<file path="src/rtl/shift_reg_tx.sv">
// Parallel-in, serial-out transmitter for an external 74HC595-style shift-register chain.
// A word accepted on start is shifted out on sdo with a divided shift clock (sclk), then
// strobed into the storage register with a latch pulse. All outputs are registered.
module shift_reg_tx #(
  parameter int unsigned N         = 8,
  parameter int unsigned CLK_DIV   = 4,
  parameter int unsigned MSB_FIRST = 1
) (
  input  logic         clk,
  input  logic         rst,
  input  logic         start,
  input  logic [N-1:0] data,
  output logic         busy,
  output logic         done,
  output logic         sdo,
  output logic         sclk,
  output logic         latch
);

  localparam int unsigned BitW = (N > 1) ? $clog2(N) : 1;
  localparam int unsigned DivW = (CLK_DIV > 1) ? $clog2(CLK_DIV) : 1;

  localparam logic [BitW-1:0] BitLast = BitW'(N - 1);
  localparam logic [DivW-1:0] DivLast = DivW'(CLK_DIV - 1);

  localparam logic [1:0] StIdle  = 2'd0;
  localparam logic [1:0] StLow   = 2'd1;
  localparam logic [1:0] StHigh  = 2'd2;
  localparam logic [1:0] StLatch = 2'd3;

  logic [1:0]      state_q, state_d;
  logic [N-1:0]    shreg_q, shreg_d;
  logic [N-1:0]    shreg_shift;
  logic [BitW-1:0] bit_cnt_q, bit_cnt_d;
  logic [DivW-1:0] div_cnt_q, div_cnt_d;
  logic            busy_q, busy_d;
  logic            done_q, done_d;
  logic            sdo_q, sdo_d;
  logic            sclk_q, sclk_d;
  logic            latch_q, latch_d;

  // The bit presented on sdo is always the one at the outgoing end of the register.
  function automatic logic first_bit(input logic [N-1:0] w);
    return (MSB_FIRST != 0) ? w[N-1] : w[0];
  endfunction

  // Next-state logic: every output is computed here and registered, so sdo moves on the
  // same edge that sclk falls and nothing reaches the pins combinationally.
  always_comb begin
    state_d     = state_q;
    shreg_d     = shreg_q;
    bit_cnt_d   = bit_cnt_q;
    div_cnt_d   = div_cnt_q;
    busy_d      = busy_q;
    done_d      = 1'b0;
    sdo_d       = sdo_q;
    sclk_d      = sclk_q;
    latch_d     = latch_q;
    shreg_shift = (MSB_FIRST != 0) ? (shreg_q << 1) : (shreg_q >> 1);

    case (state_q)
      StIdle: begin
        busy_d  = 1'b0;
        sclk_d  = 1'b0;
        latch_d = 1'b0;
        sdo_d   = 1'b0;
        if (start) begin
          shreg_d   = data;
          bit_cnt_d = '0;
          div_cnt_d = '0;
          busy_d    = 1'b1;
          sdo_d     = first_bit(data);
          state_d   = StLow;
        end
      end
      StLow: begin
        if (div_cnt_q == DivLast) begin
          div_cnt_d = '0;
          sclk_d    = 1'b1;
          state_d   = StHigh;
        end else begin
          div_cnt_d = div_cnt_q + 1'b1;
        end
      end
      StHigh: begin
        if (div_cnt_q == DivLast) begin
          div_cnt_d = '0;
          sclk_d    = 1'b0;
          if (bit_cnt_q == BitLast) begin
            // Last bit stays on sdo through the latch pulse.
            latch_d = 1'b1;
            state_d = StLatch;
          end else begin
            bit_cnt_d = bit_cnt_q + 1'b1;
            shreg_d   = shreg_shift;
            sdo_d     = first_bit(shreg_shift);
            state_d   = StLow;
          end
        end else begin
          div_cnt_d = div_cnt_q + 1'b1;
        end
      end
      StLatch: begin
        if (div_cnt_q == DivLast) begin
          div_cnt_d = '0;
          latch_d   = 1'b0;
          busy_d    = 1'b0;
          sdo_d     = 1'b0;
          done_d    = 1'b1;
          state_d   = StIdle;
        end else begin
          div_cnt_d = div_cnt_q + 1'b1;
        end
      end
      default: begin
        state_d = StIdle;
      end
    endcase
  end

  // State and output registers; reset aborts any transfer in flight.
  always_ff @(posedge clk) begin
    if (rst) begin
      state_q   <= StIdle;
      shreg_q   <= '0;
      bit_cnt_q <= '0;
      div_cnt_q <= '0;
      busy_q    <= 1'b0;
      done_q    <= 1'b0;
      sdo_q     <= 1'b0;
      sclk_q    <= 1'b0;
      latch_q   <= 1'b0;
    end else begin
      state_q   <= state_d;
      shreg_q   <= shreg_d;
      bit_cnt_q <= bit_cnt_d;
      div_cnt_q <= div_cnt_d;
      busy_q    <= busy_d;
      done_q    <= done_d;
      sdo_q     <= sdo_d;
      sclk_q    <= sclk_d;
      latch_q   <= latch_d;
    end
  end

  assign busy  = busy_q;
  assign done  = done_q;
  assign sdo   = sdo_q;
  assign sclk  = sclk_q;
  assign latch = latch_q;

endmodule

</file>
<file path="config.mk">
export PLATFORM = sky130hd
export DESIGN_NAME = shift_reg_tx
export DESIGN_NICKNAME = d
export VERILOG_FILES = /design/src/rtl/shift_reg_tx.sv
export SDC_FILE = /design/constraint.sdc
export NUM_CORES = 1
export LEC_CHECK = 0
export ABC_AREA = 1
export BUFFER_PORTS_ARGS = -buffer_cell sky130_fd_sc_hd__buf_2
export CAP_MARGIN = 20
export CORE_ASPECT_RATIO = 1.1
export CORE_UTILIZATION = 50
export CTS_CLUSTER_DIAMETER = 60
export DETAILED_ROUTE_END_ITERATION = 12
export HOLD_SLACK_MARGIN = 0.15
export PLACE_DENSITY = 0.72
export SETUP_SLACK_MARGIN = 0.05
export SYNTH_ARGS = -nofsm -noshare
export SYNTH_HDL_FRONTEND = slang
export SYNTH_SLANG_ARGS = --single-unit
</file>
<file path="constraint.sdc">
create_clock -name clk -period 1.47 [get_ports clk]
set_clock_uncertainty 0.1 [all_clocks]
set_input_delay 0.0735 -clock clk [delete_from_list [all_inputs] [get_ports clk]]
set_output_delay 0.0735 -clock clk [all_outputs]
set_load 0.01 [all_outputs]
</file>
# Yosys cells after proc, flatten, opt, wreduce, memory -nomap -nowiden
# Index checks and enable logic that the tools add are counted.
# op_classes
addsub	2
eq_ne	11
n_mux	30
bitwise_logic	1
n_reduce_logical	13
# op_table
op	n
two-way mux 7 bit	3
AND reduction 4 bit	4
two-way mux 2 bit	7
case mux 7 bit (2 select lines)	1
inequality test 2 bit (second input constant)	6
two-way mux 1 bit	9
two-way mux 3 bit	3
case mux 1 bit (3 select lines)	3
case mux 2 bit (4 select lines)	1
== test 2 bit (second input constant)	3
case mux 3 bit (2 select lines)	1
nonzero test 3 bit	2
case mux 2 bit (2 select lines)	1
nonzero test 2 bit	2
adder 3 x 1 -> 3 bit (second input constant)	1
== test 3 bit (second input constant)	1
AND reduction 3 bit	1
OR reduction 3 bit	1
adder 2 x 1 -> 2 bit (second input constant)	1
== test 2 x 1 -> 1 bit (second input constant)	1
logical NOT 2 bit	1
case mux 1 bit (2 select lines)	1
AND reduction 2 bit	1
OR reduction 2 bit	1
NOT 1 bit	1
# word_totals
ff_bits	19
output_inout_bits	5
elab_cells	66

# Longest topological paths before layout
# depth
ltp_word	4
mapped_depth	11
mapped_depth_nobuf	9

# Least setup slack after synthesis
# Ideal clock, no wire load.
# synth_path
kind	register to register
start	register state_q[0]
end	register shreg_q[3]
t_arrival_ps	1415
slack_ps	-158
path_stages_with_launch	11
path_buffers	2
synth_period_minus_slack_ps	1628
path_cell_list	dfxtp_1 -> inv_1 -> ha_1 -> buf_6 -> nand2_1 -> nand2_2 -> nor2_8 -> buf_6 -> nand2_1 -> nand2_1 -> nor2_1
# synth_via
elab_chain_cells	3
elab_cells_between_ends	8
# synth_rtl
item	line	text
start, declared	31	logic [1:0] state_q, state_d;
start signal, assigned	124	state_q <= StIdle;
start signal, assigned	134	state_q <= state_d;
== test 2 bit or logical NOT 2 bit (tied branches)	61	case (state_q)
inequality test 2 bit (no source line) or nonzero test 2 bit (tied branches)	-	
AND reduction 4 bit (no source line)	-	
end signal, assigned	135	shreg_q <= shreg_d;
end, declared	32	logic [N-1:0] shreg_q, shreg_d;
# Parallel ways exist; a longest one is shown, timed or not.
# A chain may end at the register's enable or synchronous reset.

# Worst setup path after layout
# layout_path
start	register bit_cnt_q[1]
end	register shreg_q[0]
# layout_via
elab_chain_cells	3
# layout_rtl
item	line	text
start, declared	34	logic [BitW-1:0] bit_cnt_q, bit_cnt_d;
start signal, assigned	136	bit_cnt_q <= bit_cnt_d;
== test 3 bit	89	if (bit_cnt_q == BitLast) begin
inequality test 2 bit (no source line)	-	
AND reduction 4 bit (no source line)	-	
# No other way between the ends.

==> reports/qor.csv <==
stage;metric;value;unit
status;status;completed;
cells_and_area;layout cells sized above 1;32.8;%
synth;Syn Nets;183;
critical_path;max incr delay on CP;370;ps
global_routing;grt ovf;0;
cells_and_area;Area growth syn-to-layout;44.4;%
timing;Slew headroom;69.6;%
min_path;worst hold path class;reg2reg;
die;Initial Utilization;54.3;%
critical_path;r2r setup slk;30;ps
power_and_ir_drop;Leak;0.792;nW
cells_and_area;Final nets;224;
power_and_ir_drop;pwr/cell area;2110;nW/um^2
timing;RSZ-0062 raised after global routing;yes;
critical_path;worst r2r src;bit_cnt_q[1];
detailed_routing;TritonRoute pass-1 iters;4;
synth;Synth top area share;34.0;%
synth;Synth Instances;161;
critical_path;CP Launch Type;register;
timing;minimum clock period;1440;ps
critical_path;CP Max Fanout;5;
synth;Synth area leaders;dfxtp_1, nand2_1, ha_1, nor2_1, inv_1;
timing;Fmax achieved;694;MHz
synth;count leader, synth;nand2_1;
power_and_ir_drop;worst vdd ir;1.37;mV
clocking;worst-skew pair later-pin latency;310;ps
clocking;CTS tree;yes;
detailed_routing;DR vias/cell;5.03;
clocking;root buffer cell;clkbuf_4;
global_routing;first-pass GRT wire length;4800;microns
timing;Hold Violations, Final;0;
synth;Seq/Total Area, Yosys;34.0;%
min_path;hold_sp;sclk;
synth;Syn Std Cell Area;1120;sq um
die;IO Pins;16;
power_and_ir_drop;Overall Power;3.41;mW
critical_path;Crit path required time;1590;ps
critical_path;Buf/Inv on CP;1;
critical_path;critical path's most frequent cell;ha_4;
critical_path;reg2reg end;shreg_q[0];
critical_path;worst setup path category;reg2reg;
synth;Most used DFF post-synth;dfxtp_1;
clocking;CTS Buf Count;3;
detailed_routing;vias;1152;
critical_path;crit path cell chain;ha_4 > ha_4 > nand2_4 > nand2_8 > nor2_8 > inv_4 > nor2_2 > nor2_1;
synth;asr flop ratio synth;0;%
detailed_routing;Total Wirelength;2810;microns
critical_path;Register-to-Register Path Depth;8;
die;# rows;17;
timing;Max Transition Viols Final;0;
cells_and_area;area taken by multi-input logic gates;810;sq um
critical_path;Critical Path Slowest Stage Cell;dfxtp_1;
global_routing;largest net degree at the start of global routing;15;
detailed_routing;DR WL/cell;12.3;microns
die;die height;51.6;microns
critical_path;Arrival @ worst endpoint;1560;ps
cells_and_area;# fillers;154;
synth;post-synthesis cell type with the largest combined area;dfxtp_1;
clocking;H-tree Lvls;1;
critical_path;crit end category;register;
min_path;hold path depth;2;
detailed_routing;Final ANT Viol Nets;0;
die;core area;2060;sq um
clocking;Clock transition at path regs;120;ps
cells_and_area;Final Non-Filler Cells;229;
synth;most frequent cells after synthesis;nand2_1, nor2_1, dfxtp_1;
timing;crit share post-route;98.0;%
timing;slew at the pin with the worst max-slew slack;455;ps
global_routing;vias in the first global route;1169;
placed_design;Placed Cells;210;
min_path;Hold EP;sclk;
job;Max Cap Viol;0;
synth;syn avg cell area;6.96;sq um
synth;#FFs+latches synth;19;
synth;Syn. warnings;0;
placed_design;port buffer count;15;
die;die width;47.1;microns
synth;Post-synth EDFFs;0;
detailed_routing;DRC viols;0;
critical_path;CP top delay family;simple AND/OR/NAND/NOR gates;
clocking;clk buf depth;2;
placed_design;gpl congestion;0.858;
clocking;Clock Sinks;19;
global_routing;GRT Total Usage;28.1;%
cells_and_area;n_diodes;0;
placed_design;Final HPWL DP;1780;microns
timing;Final setup viols;0;
die;Die ar.;2430;sq um
detailed_routing;First DRT Iteration DRCs;10;
global_routing;initial antenna violation count;0;
synth;Yosys cell types;21;
cells_and_area;Seq. cell area;390;sq um
==> layout make-up <==
| class | count | share of cell area (%) |
|---|---|---|
| clock buffers | 4 | 1.63 |
| flip-flops and latches | 19 | 24.1 |
| repair buffers | 38 | 16.9 |
| multi-input cells | 122 | 50.1 |
| inverters | 18 | 5.11 |
| well taps | 28 | 2.17 |
==> kinds of logic (layout without fill, tap and decap cells) <==
logic type / Yosys count / count (layout) / share of synthesized area, %
compound gates: 20 / 20 / 10.7
simple gates: 89 / 91 / 34.0
fa+ha+maj: 11 / 11 / 12.3
flops: 19 / 19 / 34.0
buf+inv: 22 / 60 / 9.05
==> sequential cells by signal (all words and copies together) (netlist names) <==
| register | cells |
|---|---|
| sclk | 1 |
| bit_cnt_q | 3 |
| latch | 1 |
| state_q | 2 |
| sdo | 1 |
| div_cnt_q | 2 |
| busy | 1 |
| done | 1 |
| shreg_q | 7 |
==> report_power, final <==
group	internal (mW)	switching, mW
logic	0.929	1.29
clock network	0.106	0.181
registers	0.735	0.174
total	1.77	1.64
==> per-layer routing <==
metal	track usage (%)	share of wire, %	vias to the layer above
li1	-	-	578
met1	28.7	41	549
met2	51.9	55	20
met3	5.21	2.3	5
met4	13.8	1.5	0
met5	0	0	-
==> cells in the final DEF, fill, tap and decap left out, drive strengths merged <==
cell type,synthesis,final
a21boi,7,7
a21oi,4,4
buf,3,28
clkbuf,1,4
dfxtp,19,19
dlygate4sd3,0,10
ha,11,11
inv,18,18
nand2,49,49
nand3,3,3
nand4,1,1
nor2,35,37
nor3,1,1
o211ai,1,1
o21ai,8,8
==> worst max path at each step <==
| stage | from | to | depth (start not counted) |
|---|---|---|---|
| 2_1_floorplan | state_q[0] | shreg_q[3] | 11 |
| 6_report | bit_cnt_q[1] | shreg_q[0] | 8 |
| 3_5_place_dp | bit_cnt_q[0] | shreg_q[0] | 8 |
| 5_1_grt | state_q[0] | bit_cnt_q[1] | 8 |
| 3_3_place_gp | bit_cnt_q[0] | bit_cnt_q[1] | 8 |
| 4_1_cts | state_q[0] | shreg_q[0] | 9 |
==> worst register-to-register path, delay by kind of cell, from the launching register on <==
kind                     cells  cell delay [ps]
AND/OR/NAND/NOR              5              470
flip-flops                   1              370
adder cells (fa/ha/maj)      2              340
buffers and inverters        1               60
==> per-stage QoR <==
stage / hold slack [ps] / TNS (ps) / utilization, % / cell area [sq um] / setup slack, ps
2_1_floorplan: 42.6 / 0 / - / 1160 / 10.5
3_3_place_gp: 226 / -153 / 63.9 / 1320 / -38.3
3_5_place_dp: 230 / -372 / 63.9 / 1320 / -79.5
4_1_cts: 377 / 0 / 76.4 / 1580 / 40.7
5_1_grt: 399 / -394 / 78.4 / 1620 / -48.4
6_report: 366 / 0 / 78.4 / 1620 / 29.3
==> timing repair <==
| item | in CTS | in global routing |
|---|---|---|
| hold buffers | 10 | 0 |
| cloned | 2 | 0 |
| pin swaps | 9 | 8 |
| endpoints found under the setup margin | 13 | 15 |
| endpoints found under the hold margin | 13 | 0 |
| resized for setup | 23 | 13 |
| setup buffers | 3 | 0 |
Note: power is estimated with default switching activity, not from simulation.
